$ cat config.mk
export PLATFORM = sky130hd
export DESIGN_NAME = pipe_ctrl_regs
export DESIGN_NICKNAME = d
export VERILOG_FILES = /design/src/rtl/pipe_ctrl_regs_pkg.sv /design/src/rtl/pipe_stage_reg.sv /design/src/rtl/pipe_ctrl_regs.sv
export SDC_FILE = /design/constraint.sdc
export NUM_CORES = 1
export LEC_CHECK = 0
export BUFFER_PORTS_ARGS = -buffer_cell sky130_fd_sc_hd__buf_2
export CORE_MARGIN = 3
export CORE_UTILIZATION = 50
export CTS_CLUSTER_DIAMETER = 100
export DETAILED_ROUTE_END_ITERATION = 16
export HOLD_SLACK_MARGIN = 0.1
export PLACE_DENSITY_LB_ADDON = 0.1
export SKIP_CTS_REPAIR_TIMING = 1
export SYNTH_ARGS = -nofsm -noshare
export SYNTH_HDL_FRONTEND = slang
export SYNTH_SLANG_ARGS = --single-unit
$ cat constraint.sdc
create_clock -name clk -period 6.1 [get_ports clk]
set_input_delay 1.22 -clock clk [delete_from_list [all_inputs] [get_ports clk]]
set_output_delay 1.22 -clock clk [all_outputs]
set_load 0.03 [all_outputs]
$ cat src/rtl/pipe_ctrl_regs_pkg.sv
// Shared types and constants for the ID->X->WB control-metadata pipeline:
// opcode constants, controller state encodings and stage slot layouts.
package pipe_ctrl_regs_pkg;

  localparam logic [6:0] OPC_BUBBLE = 7'd0;
  localparam logic [6:0] OPC_LOAD   = 7'b0000011;
  localparam logic [6:0] OPC_STORE  = 7'b0100011;
  localparam logic [6:0] OPC_BRANCH = 7'b1100011;
  localparam logic [6:0] OPC_JAL    = 7'b1101111;
  localparam logic [6:0] OPC_JALR   = 7'b1100111;

  typedef enum logic [0:0] {
    PC_RUN   = 1'b0,
    PC_FLUSH = 1'b1
  } pc_state_t;

  typedef struct packed {
    logic       valid;
    logic [4:0] rd;
    logic [4:0] rs1;
    logic [4:0] rs2;
    logic       rf_wen;
    logic [6:0] opcode;
  } x_slot_t;

  typedef struct packed {
    logic       valid;
    logic [4:0] rd;
    logic       rf_wen;
    logic [6:0] opcode;
  } wb_slot_t;

  // x0 is hard-wired, so a write to it is never a real RF write.
  function automatic logic wen_qual(input logic wen, input logic [4:0] rd);
    return wen & (rd != 5'd0);
  endfunction

endpackage

$ cat src/rtl/pipe_stage_reg.sv
// Generic pipeline stage register: async reset, hold when en=0,
// synchronous clear to an all-zero bubble when en=1 and clr=1.
module pipe_stage_reg #(
  parameter int W = 8
) (
  input  logic         clk,
  input  logic         rst,
  input  logic         en,
  input  logic         clr,
  input  logic [W-1:0] d,
  output logic [W-1:0] q
);

  logic [W-1:0] q_r;

  // Stage storage: capture, bubble-clear or hold.
  always_ff @(posedge clk or posedge rst) begin
    if (rst) begin
      q_r <= {W{1'b0}};
    end else if (en) begin
      if (clr) begin
        q_r <= {W{1'b0}};
      end else begin
        q_r <= d;
      end
    end else begin
      q_r <= q_r;
    end
  end

  assign q = q_r;

endmodule

$ cat src/rtl/pipe_ctrl_regs.sv
// Control-metadata pipeline ID->X->WB with stall hold, post-redirect ID kill
// and a retired-instruction counter; feeds the forwarding unit's X/WB inputs.
module pipe_ctrl_regs
  import pipe_ctrl_regs_pkg::*;
#(
  parameter int FLUSH_CYCLES = 2,
  parameter int CNT_W        = 32
) (
  input  logic             clk,
  input  logic             rst,
  input  logic             id_valid,
  input  logic [4:0]       id_rd,
  input  logic [4:0]       id_rs1,
  input  logic [4:0]       id_rs2,
  input  logic             id_rf_wen,
  input  logic [6:0]       id_opcode,
  input  logic             x_redirect,
  input  logic             stall_req,
  output logic             x_valid,
  output logic [4:0]       rd_X,
  output logic [4:0]       rs1_X,
  output logic [4:0]       rs2_X,
  output logic             rf_wen_X,
  output logic             wb_valid,
  output logic [4:0]       rd_WB,
  output logic             rf_wen_WB,
  output logic [6:0]       opcode_WB,
  output logic             stall_pc,
  output logic             kill_ID,
  output logic [CNT_W-1:0] instret
);

  localparam logic [2:0] FLUSH_LOAD = 3'(FLUSH_CYCLES - 1);

  pc_state_t        state_r, state_nxt_s;
  logic [2:0]       cnt_r, cnt_nxt_s;
  logic             advance_s;
  logic             redir_s;
  logic             kill_s;
  x_slot_t          x_d_s, x_slot_r;
  wb_slot_t         wb_d_s, wb_slot_r;
  logic [CNT_W-1:0] instret_r;

  assign advance_s = ~stall_req;
  // A stalled redirect is not consumed: X holds it and it is seen again on advance.
  assign redir_s   = x_redirect & x_slot_r.valid & advance_s;

  // Flush controller state and counter registers.
  always_ff @(posedge clk or posedge rst) begin
    if (rst) begin
      state_r <= PC_RUN;
      cnt_r   <= 3'd0;
    end else begin
      state_r <= state_nxt_s;
      cnt_r   <= cnt_nxt_s;
    end
  end

  // Flush controller next state and ID kill.
  always_comb begin
    state_nxt_s = state_r;
    cnt_nxt_s   = cnt_r;
    kill_s      = 1'b0;
    case (state_r)
      PC_RUN: begin
        if (redir_s) begin
          kill_s = 1'b1;
          if (FLUSH_CYCLES > 1) begin
            state_nxt_s = PC_FLUSH;
            cnt_nxt_s   = FLUSH_LOAD;
          end else begin
            state_nxt_s = PC_RUN;
          end
        end else begin
          state_nxt_s = PC_RUN;
        end
      end
      PC_FLUSH: begin
        // X holds a bubble here, so any redirect is spurious and ignored.
        kill_s = 1'b1;
        if (advance_s) begin
          if (cnt_r <= 3'd1) begin
            state_nxt_s = PC_RUN;
            cnt_nxt_s   = 3'd0;
          end else begin
            cnt_nxt_s = cnt_r - 3'd1;
          end
        end else begin
          cnt_nxt_s = cnt_r;
        end
      end
      default: begin
        state_nxt_s = PC_RUN;
        cnt_nxt_s   = 3'd0;
      end
    endcase
  end

  // ID fields heading into X, with rf_wen already qualified against x0.
  always_comb begin
    x_d_s        = '{1'b0, 5'd0, 5'd0, 5'd0, 1'b0, OPC_BUBBLE};
    x_d_s.valid  = id_valid & ~kill_s;
    x_d_s.rd     = id_rd;
    x_d_s.rs1    = id_rs1;
    x_d_s.rs2    = id_rs2;
    x_d_s.rf_wen = wen_qual(id_rf_wen, id_rd);
    x_d_s.opcode = id_opcode;
  end

  // X fields heading into WB.
  always_comb begin
    wb_d_s        = '{1'b0, 5'd0, 1'b0, OPC_BUBBLE};
    wb_d_s.valid  = x_slot_r.valid;
    wb_d_s.rd     = x_slot_r.rd;
    wb_d_s.rf_wen = x_slot_r.rf_wen;
    wb_d_s.opcode = x_slot_r.opcode;
  end

  pipe_stage_reg #(.W($bits(x_slot_t))) u_x_stage (
    .clk (clk),
    .rst (rst),
    .en  (advance_s),
    .clr (~x_d_s.valid),
    .d   (x_d_s),
    .q   (x_slot_r)
  );

  pipe_stage_reg #(.W($bits(wb_slot_t))) u_wb_stage (
    .clk (clk),
    .rst (rst),
    .en  (advance_s),
    .clr (~wb_d_s.valid),
    .d   (wb_d_s),
    .q   (wb_slot_r)
  );

  // Retired-instruction counter, wraps naturally.
  always_ff @(posedge clk or posedge rst) begin
    if (rst) begin
      instret_r <= {CNT_W{1'b0}};
    end else if (wb_slot_r.valid & advance_s) begin
      instret_r <= instret_r + {{(CNT_W-1){1'b0}}, 1'b1};
    end else begin
      instret_r <= instret_r;
    end
  end

  assign x_valid   = x_slot_r.valid;
  assign rd_X      = x_slot_r.rd;
  assign rs1_X     = x_slot_r.rs1;
  assign rs2_X     = x_slot_r.rs2;
  assign rf_wen_X  = x_slot_r.rf_wen & x_slot_r.valid;
  assign wb_valid  = wb_slot_r.valid;
  assign rd_WB     = wb_slot_r.rd;
  assign rf_wen_WB = wb_slot_r.rf_wen & wb_slot_r.valid;
  assign opcode_WB = wb_slot_r.opcode;
  assign stall_pc  = stall_req;
  assign kill_ID   = kill_s;
  assign instret   = instret_r;

endmodule

==> impl_results.md <==
- Cells after Synth: 279
- Relative slew slack: 38.2%
- Synthesized area: 3230 sq um
- Vias in the first global route: 2274
- Critical Path RT: 4.88 ns
- Top post-synthesis cells by area: dfrtp_1, xnor2_1, a22o_1
- CP max stage cell: buf_2
- H-tree depth: 3
- Yosys top cell by area: dfrtp_1
- Root buffer cell: clkbuf_8
- Combinational power share: 20.9%
- Final WL: 6.25 mm
- Synth unique cells: 38
- Sequential fraction of the synthesis area: 57.3%
- Setup TNS: 0 ns
- Worst setup EP type: output pin
- Ys Warns: 0
- Pwr dens: 335 nW/um^2
- Final instance area: 3820 sq um
- Skew final: 0.00877 ns
- Cell chain of the critical path: buf_2 -> nor2b_1 -> a21o_1 -> buf_2
- Yosys top cell area share: 57.3%
- Routed length per instance: 14.4 um
- Most frequent cells in the layout: buf_2, dfrtp_1, nand2_1, xnor2_1, a22o_1
- Area Overhead vs Synth: 18.4%
- Startpoint types: input pin
- Worst Max-Slew Pin Slew: 0.928 ns
- LEAKAGE: 2.03 nW
- Clock Sinks: 74
- Min Hold Slack: 0.474 ns
- Seq pwr share: 47.3%
- Final Hold Fails: 0
- Reg2Reg Capture Point: u_x_stage.q[7]
- Final Setup Violations: 0
- DR vias: 2236
- Seq cells post-synth: 74
- Max FO, Critical Path: 58
- Most common cell after layout, fill and taps aside: buf_2
- RR Startpoint: u_x_stage.q[23]
- Fin crit period: 3.66 ns
- Post-DRT Antenna Nets: 0
- FMAX: 274 MHz
- Async SR Flop Fraction: 100%
- Worst hold endpoint: instret[31]
- Clk_lat worst skew: 0.33 ns
- Final Cycle Share: 59.9%
- R2R cell count: 3
- Reg clk slew, reported paths: 0.08 ns
- Net Sw Power: 398 uW
- Drt pass-1 iters: 4
- Diode count: 0
- Mapped Nets: 310
- Initial antenna violation count: 0
- Max incr delay on CP: 0.66 ns
- Grt total ovfl: 0
- WP buf/inv: 2
- CP arrival: 2.44 ns
- CTS tree: built
- Hold Startpoint: instret[31]
- WHS Path Cells: 1
- Synth Area per Inst: 11.6 sq um
- Slew Viols, Final: 0
- DRC errors left: 0
- Io pins: 93
- DR vias/cell: 5.16
- Inserted Clock Buffers: 9
- Peak supply drop: 0.000204 V
- Largest delay share family, worst path: buffers and inverters
- Sw Share: 31.1%
- RSZ-0062 raised after global routing: no
- PortBufs: 92
- Layout cells sized above 1: 33.0%
- Primary FF master, synth: dfrtp_1
- Initial drt markers: 97
- Detailed placement HPWL: 4.20 mm
- Num rows: 28
- Most frequent CP cell: buf_2
- Initial Util: 53.0%
- Die Width: 86.4 um
- Post-synth EDFFs: 0
- Net count, final: 384
- Core Region: 6100 sq um
- Internal: 882 uW
- All-Layer GR Usage: 18.3%
- Clock Path Buffers: 2
- R2R Setup Slk: 4.19 ns
- Global-route wire length before repair: 10.7 mm
- Clock power frac: 31.8%
- Status: finished clean
- Worst hold-check path type: flip-flop to flip-flop
- Maxcap violations: 0
- Crit path kind: input pin to output pin
- Area after DPL: 3600 sq um
- Die Ht: 86.4 um
- Die area: 7460 sq um
- Pin count of the biggest net entering global routing: 75
- RePlAce Congestion: 0.740
-- cells by family after synthesis --
kind of cell | after synthesis | synth area share [%]
xor+xnor | 31 | 8.40
fa+ha+maj | 3 | 1.16
flops | 74 | 57.3
buf+inv | 34 | 6.43
simple gates | 88 | 15.3
mux | 2 | 0.697
compound gates | 47 | 10.7
-- through the flow --
stage	utilization [%]	std cells	power, mW	setup WS [ns]
after floorplan	-	279	0.818	3.00
after global placement	59.1	417	0.880	2.46
after detailed placement	59.1	417	0.886	2.44
after CTS	62.7	433	1.30	2.43
after global routing	62.7	433	1.35	2.28
final	62.7	433	1.28	2.44
-- metal layers --
metal | GRT usage, % | share of wire [%] | vias to the layer above
met1 | 24.5 | 46 | 1055
met3 | 6.46 | 7.8 | 4
met4 | 6.94 | 0.91 | 0
met5 | 0 | 0 | -
met2 | 27.4 | 45 | 75
li1 | - | - | 1102
-- power by group through the flow --
stage          Combinational (mW)  Clock [mW]  Sequential [mW]
2_1_floorplan               0.165           0            0.653
3_3_place_gp                0.266           0            0.614
3_5_place_dp                0.271           0            0.615
4_1_cts                     0.271       0.419            0.607
5_1_grt                     0.293       0.441            0.616
6_report                    0.267       0.408            0.605
-- state kept, by name, summed over array words and instances, names as in the netlist --
register and count:
u_wb_stage.q 14, instret 32, state_r 1, u_x_stage.q 24, cnt_r 3
-- cell type report --
type,count,area (sq um)
Fill cell,518,2270
Inverter,4,15.0
Clock buffer,13,179
Timing Repair Buffer,93,468
Clock inverter,3,45.0
Sequential cell,74,1850
Tap cell,75,93.8
Multi-Input combinational cell,171,1170
-- synth_stat cells, types with 3 or more instances --
master	count
nand3_1	12
nor2b_1	3
xnor2_1	25
a21o_1	4
nor2_1	6
nand2_1	34
buf_2	3
buf_4	18
a22o_1	22
ha_1	3
xor2_1	6
and4_1	3
and3_1	5
and2_1	4
dfrtp_1	74
nand4_1	10
o21ai_0	15
inv_1	4
clkbuf_1	5
-- how the worst max path moves through the flow --
stage | startpoint | endpoint | slack (ns) | cells past startpoint
final | stall_req | kill_ID | 2.44 | 4
after global routing | stall_req | kill_ID | 2.28 | 4
after CTS | stall_req | kill_ID | 2.43 | 4
after detailed placement | stall_req | kill_ID | 2.44 | 4
after global placement | stall_req | kill_ID | 2.46 | 4
after floorplan | rst | cnt_r[0] | 3.00 | 1
Power figures use the tool's default switching activity.
